===== src/rtl/mdio_bit_engine.sv =====
// Clause 22 MDIO master: free-running MDC divider plus a frame serialiser that
// drives on MDC falling edges and samples on MDC rising edges.
module mdio_bit_engine #(
  parameter int MDC_DIV = 25,
  parameter int PRE_LEN = 32
) (
  input  logic        clk,
  input  logic        rst_n,
  input  logic        op_exec,
  input  logic        op_rh_wl,
  input  logic [4:0]  phy_addr,
  input  logic [4:0]  op_addr,
  input  logic [15:0] op_wr_data,
  output logic        op_done,
  output logic [15:0] op_rd_data,
  output logic        op_rd_ack,
  output logic        eth_mdc,
  output logic        eth_mdio_o,
  output logic        eth_mdio_oe,
  input  logic        eth_mdio_i
);

  localparam int DIV_W = (MDC_DIV > 1) ? $clog2(MDC_DIV) : 1;
  localparam int N     = PRE_LEN + 32;

  localparam logic [6:0] LAST_BIT  = 7'(N - 1);
  localparam logic [6:0] CMD_START = 7'(PRE_LEN);
  localparam logic [6:0] TA2_BIT   = 7'(PRE_LEN + 15);

  localparam logic [2:0] S_IDLE      = 3'd0;
  localparam logic [2:0] S_WAIT_EDGE = 3'd1;
  localparam logic [2:0] S_PRE       = 3'd2;
  localparam logic [2:0] S_CMD       = 3'd3;
  localparam logic [2:0] S_TA        = 3'd4;
  localparam logic [2:0] S_DATA      = 3'd5;
  localparam logic [2:0] S_DONE      = 3'd6;

  logic [DIV_W-1:0] div_cnt;
  logic             term_cnt;
  logic             fall_tick;
  logic             rise_tick;

  logic [2:0]  state;
  logic [6:0]  bit_cnt;
  logic        rd_q;
  logic [4:0]  phy_q;
  logic [4:0]  reg_q;
  logic [15:0] wdata_q;
  logic [15:0] shift_q;

  logic [31:0] cmd_word;
  logic [6:0]  next_bit;
  logic [6:0]  offset;
  logic [4:0]  cmd_sel;
  logic        next_o;
  logic        next_oe;
  logic [2:0]  next_state;

  assign term_cnt  = (div_cnt == DIV_W'(MDC_DIV - 1));
  assign fall_tick = term_cnt & eth_mdc;
  assign rise_tick = term_cnt & ~eth_mdc;

  always_ff @(posedge clk or negedge rst_n) begin
    if (!rst_n) begin
      div_cnt <= '0;
      eth_mdc <= 1'b1;
    end else if (term_cnt) begin
      div_cnt <= '0;
      eth_mdc <= ~eth_mdc;
    end else begin
      div_cnt <= div_cnt + 1'b1;
    end
  end

  // Everything after the preamble; read TA and data positions are released
  // to the PHY, so their drive values here never reach the wire.
  assign cmd_word = {2'b01, (rd_q ? 2'b10 : 2'b01), phy_q, reg_q, 2'b10, wdata_q};

  always_comb begin
    next_bit   = bit_cnt + 7'd1;
    offset     = next_bit - CMD_START;
    cmd_sel    = 5'(7'd31 - offset);
    next_o     = 1'b1;
    next_oe    = 1'b1;
    next_state = S_PRE;
    if (next_bit >= CMD_START) begin
      next_o = cmd_word[cmd_sel];
      if (offset < 7'd14) begin
        next_state = S_CMD;
      end else if (offset < 7'd16) begin
        next_state = S_TA;
      end else begin
        next_state = S_DATA;
      end
      if (rd_q && (offset >= 7'd14)) begin
        next_o  = 1'b1;
        next_oe = 1'b0;
      end
    end
  end

  always_ff @(posedge clk or negedge rst_n) begin
    if (!rst_n) begin
      state       <= S_IDLE;
      bit_cnt     <= '0;
      rd_q        <= 1'b0;
      phy_q       <= '0;
      reg_q       <= '0;
      wdata_q     <= '0;
      shift_q     <= '0;
      op_done     <= 1'b0;
      op_rd_data  <= 16'h0000;
      op_rd_ack   <= 1'b1;
      eth_mdio_o  <= 1'b1;
      eth_mdio_oe <= 1'b0;
    end else begin
      op_done <= 1'b0;
      case (state)
        S_IDLE: begin
          if (op_exec) begin
            rd_q    <= op_rh_wl;
            phy_q   <= phy_addr;
            reg_q   <= op_addr;
            wdata_q <= op_wr_data;
            state   <= S_WAIT_EDGE;
          end
        end
        S_WAIT_EDGE: begin
          if (fall_tick) begin
            bit_cnt     <= '0;
            eth_mdio_o  <= 1'b1;
            eth_mdio_oe <= 1'b1;
            state       <= S_PRE;
          end
        end
        S_PRE, S_CMD, S_TA, S_DATA: begin
          if (rise_tick && rd_q) begin
            if ((state == S_TA) && (bit_cnt == TA2_BIT)) begin
              op_rd_ack <= eth_mdio_i;
            end
            if (state == S_DATA) begin
              shift_q <= {shift_q[14:0], eth_mdio_i};
            end
          end
          if (fall_tick) begin
            if (bit_cnt == LAST_BIT) begin
              eth_mdio_o  <= 1'b1;
              eth_mdio_oe <= 1'b0;
              state       <= S_DONE;
            end else begin
              bit_cnt     <= next_bit;
              eth_mdio_o  <= next_o;
              eth_mdio_oe <= next_oe;
              state       <= next_state;
            end
          end
        end
        S_DONE: begin
          op_done <= 1'b1;
          state   <= S_IDLE;
          if (rd_q) begin
            op_rd_data <= shift_q;
          end else begin
            op_rd_ack <= 1'b0;
          end
        end
        default: begin
          state <= S_IDLE;
        end
      endcase
    end
  end

endmodule


===== config.mk =====
export PLATFORM = sky130hd
export DESIGN_NAME = mdio_bit_engine
export DESIGN_NICKNAME = d
export VERILOG_FILES = /design/src/rtl/mdio_bit_engine.sv
export SDC_FILE = /design/constraint.sdc
export NUM_CORES = 1
export LEC_CHECK = 0
export CORE_ASPECT_RATIO = 2
export CORE_MARGIN = 2
export CORE_UTILIZATION = 38
export CTS_CLUSTER_DIAMETER = 80
export DETAILED_ROUTE_END_ITERATION = 6
export PLACE_DENSITY = 0.59
export SETUP_SLACK_MARGIN = 0.5
export SYNTH_ARGS = -nofsm -noshare
export SYNTH_HDL_FRONTEND = slang
export SYNTH_SLANG_ARGS = --single-unit

===== constraint.sdc =====
create_clock -name clk -period 4.1 [get_ports clk]
set_clock_uncertainty 0.15 [all_clocks]
set_input_delay 0.82 -clock clk [delete_from_list [all_inputs] [get_ports clk]]
set_output_delay 0.82 -clock clk [all_outputs]
set_load 0.05 [all_outputs]

==> impl_metrics.env <==
export IMPL_totalWireLength_um=7430
export IMPL_drtIter0Drc=42
export IMPL_dieArea_mm2=0.01065
export IMPL_final_layout_size_suffix_gt1_share_pct=11.11
export IMPL_yosysSeqAreaShare_pct=53.19
export IMPL_outcome="finished clean"
export IMPL_worst_slew_pin_slew_ns=0.9935
export IMPL_synth_fa_ha_area_share_pct=1.008
export IMPL_clkLatencyLatePin_ns=0.34
export IMPL_powerDensity_mw_per_mm2=386.0
export IMPL_antenna_found_initial=0
export IMPL_finalCritPeriodShare_pct=69.01
export IMPL_cts_tree="done"
export IMPL_synth_main_ff_cell="dfrtp_1"
export IMPL_crit_arrival_ns=2.93
export IMPL_relSlewSlack_pct=33.77
export IMPL_final_common_cell="dfrtp_1"
export IMPL_yosys_area_share_simple_pct=8.703
export IMPL_yosysWarningCount=0
export IMPL_syn_area_per_cell_um2=12.80
export IMPL_holdPathEnd="shift_q[15]$_DFFE_PN0P_"
export IMPL_routedWlPerCell_um=15.68
export IMPL_syn_area_mm2=0.003724
export IMPL_maxCapViolations=0
export IMPL_drc=0
export IMPL_numCtsBuffers=9
export IMPL_setup_ws_ns=1.270
export IMPL_io_buffers=51
export IMPL_min_period_ns=2.830
export IMPL_grt_overflow=0
export IMPL_core_mm2=0.009635
export IMPL_start_kind="register"
export IMPL_hold_class="register to register"
export IMPL_synth_cell_types=59
export IMPL_synth_top_family_by_area="multiplexers"
export IMPL_syn_nets=325
export IMPL_power_leakage_nw=2.114
export IMPL_synth_edf_count=0
export IMPL_fmax_mhz=353.4
export IMPL_cts_root_buf="clkbuf_16"
export IMPL_drt_pass1_iterations=4
export IMPL_grt_pass1_vias=2619
export IMPL_reg2reg_to="state[1]$_DFFE_PN0P_"
export IMPL_fill_cells=887
export IMPL_required_ns=4.20
export IMPL_antennaDiodeCount=0
export IMPL_seqCellArea_mm2=0.001981
export IMPL_criticalPathCategory="register to register"
export IMPL_final_cell_mix="76 x dfrtp_1, 59 x mux2_1, 50 x clkdlybuf4s50_1"
export IMPL_dp_hpwl_um=5362
export IMPL_muxShareOfSynthArea_pct=23.22
export IMPL_num_vias=2437
export IMPL_h_tree_depth=3
export IMPL_grtUsageTotal_pct=15.77
export IMPL_multi_input_comb_area_mm2=0.001632
export IMPL_initial_core_util_pct=38.64
export IMPL_r2r_cells=7
export IMPL_synthXorXnorAreaFrac_pct=2.117
export IMPL_slew_violations=0
export IMPL_hold_violations=0
export IMPL_grt_max_degree=80
export IMPL_worstSetupEndpointType="register"
export IMPL_hp_start="shift_q[15]$_DFFE_PN0P_"
export IMPL_synth_cells=291
export IMPL_clk_pin_slew_worst_paths_ns=0.06
export IMPL_vias_per_cell=5.141
export IMPL_setup_viol=0
export IMPL_r2r_slack_ns=1.27
export IMPL_ctsHoldBuffers=0
export IMPL_tns_ns=0
export IMPL_dieWidth_um=74.00
export IMPL_ant_nets=0
export IMPL_rows=51
export IMPL_yosys_register_bits=79
export IMPL_cts_setup_buffers=0
export IMPL_place_gp_congestion=0.8802
export IMPL_cts_sinks=79
export IMPL_grt_first_pass_wirelength_um=12560
export IMPL_r2r_start="bit_cnt[0]$_DFFE_PN0P_"
export IMPL_die_h_um=144.0
export IMPL_hold_depth=1
export IMPL_clockBufferDepth=2
export IMPL_pre_cts_slack_ns=1.258
export IMPL_rsz0062_at_grt="false"
export IMPL_ir_drop_uv=218.3
export IMPL_crit_path_max_fanout=15
export IMPL_area_growth_pct=25.40
export IMPL_synth_compound_area_share_pct=8.770
export IMPL_fin_nets=371
export IMPL_ios=52
export IMPL_async_flop_share_pct=100.0
export IMPL_cts_resized_gates=0
==> how the worst max path moves through the flow <==
| stage | start | depth (start not counted) | endpoint |
|---|---|---|---|
| 2_1_floorplan | bit_cnt[0]$_DFFE_PN0P_ | 7 | eth_mdio_o$_DFFE_PN1P_ |
| 3_3_place_gp | bit_cnt[0]$_DFFE_PN0P_ | 7 | state[1]$_DFFE_PN0P_ |
| 3_5_place_dp | bit_cnt[0]$_DFFE_PN0P_ | 7 | state[1]$_DFFE_PN0P_ |
| 4_1_cts | bit_cnt[0]$_DFFE_PN0P_ | 7 | state[1]$_DFFE_PN0P_ |
| 5_1_grt | bit_cnt[0]$_DFFE_PN0P_ | 7 | bit_cnt[5]$_DFFE_PN0P_ |
| 6_report | bit_cnt[0]$_DFFE_PN0P_ | 7 | state[1]$_DFFE_PN0P_ |
==> worst max-delay path, stage by stage (launching register included) <==
cell	delay (ns)
dfrtp_1	0.74
ha_1	0.51
o21ai_0	0.22
o21ai_0	0.11
a221o_1	0.31
a311oi_2	0.38
nor4_1	0.10
o31ai_2	0.23
==> cells by family (layout without fill, tap and decap cells) <==
| logic type | after synthesis | after routing |
|---|---|---|
| AO/OA/AOI/OAI | 47 | 47 |
| XOR/XNOR | 9 | 9 |
| adder cells (fa/ha/maj) | 3 | 3 |
| buffers and inverters | 23 | 74 |
| flip-flops | 79 | 79 |
| multiplexers | 71 | 71 |
| AND/OR/NAND/NOR | 59 | 59 |
==> state kept, by name (all words and copies together) (netlist names) <==
name         flops
bit_cnt          7
div_cnt          5
eth_mdc          1
eth_mdio_o       1
eth_mdio_oe      1
op_done          1
op_rd_ack        1
op_rd_data      16
phy_q            5
rd_q             1
reg_q            5
shift_q         16
state            3
wdata_q         16
==> cells in the mapped netlist (all sizes together), types with 2 or more instances <==
master,n,area (um^2)
a211oi,2,15.01
a21oi,7,35.03
and2,5,33.78
and3,2,12.51
buf,14,77.57
clkbuf,3,11.26
dfrtp,76,1902
dfstp,3,78.83
ha,3,37.54
inv,5,18.77
mux2,60,679.4
mux2i,5,50.05
mux4,6,135.1
nand2,11,41.29
nand2b,5,31.28
nand3,6,30.03
nor2,16,65.06
nor2b,2,12.51
nor3,4,20.02
o21a,2,15.01
o21ai,15,78.82
o31ai,4,35.03
o41ai,2,17.52
xnor2,3,26.28
xor2,6,52.55
==> cell type report <==
class,count,area share (%)
clock buffers,10,5.118
clock inverters,6,2.465
inverters,6,0.4823
multi-input cells,189,34.94
flip-flops and latches,79,42.42
well taps,132,3.537
repair buffers,52,11.04
==> per-stage QoR <==
stage                     instances  instance area (um^2)  total power (W)  hold WS [ns]  util (%)
after CTS                       474                  4669         0.001830        0.3347     48.46
after floorplan                 291                  3724        0.0008324        0.3003         -
after global routing            474                  4669         0.001866        0.3553     48.46
after global placement          458                  4315        0.0008830        0.3153     44.79
final                           474                  4669         0.001802        0.3324     48.46
after detailed placement        458                  4315        0.0008836        0.3213     44.79
==> layer usage <==
metal | track usage [%] | routed length, um
met5 | 0 | 0
met4 | 8.900 | 253
met3 | 3.902 | 285
met2 | 28.15 | 4123
met1 | 16.15 | 2766
==> power by group <==
part           internal (W)  switching, W  total [W]  leakage, nW
combinational     0.0000385     0.0000257  0.0000642        0.892
sequential         0.000794    0.00000876   0.000803         1.05
clock              0.000615      0.000320   0.000935        0.170
total               0.00145      0.000354    0.00180         2.11
Note: power is estimated with default switching activity, not from simulation.
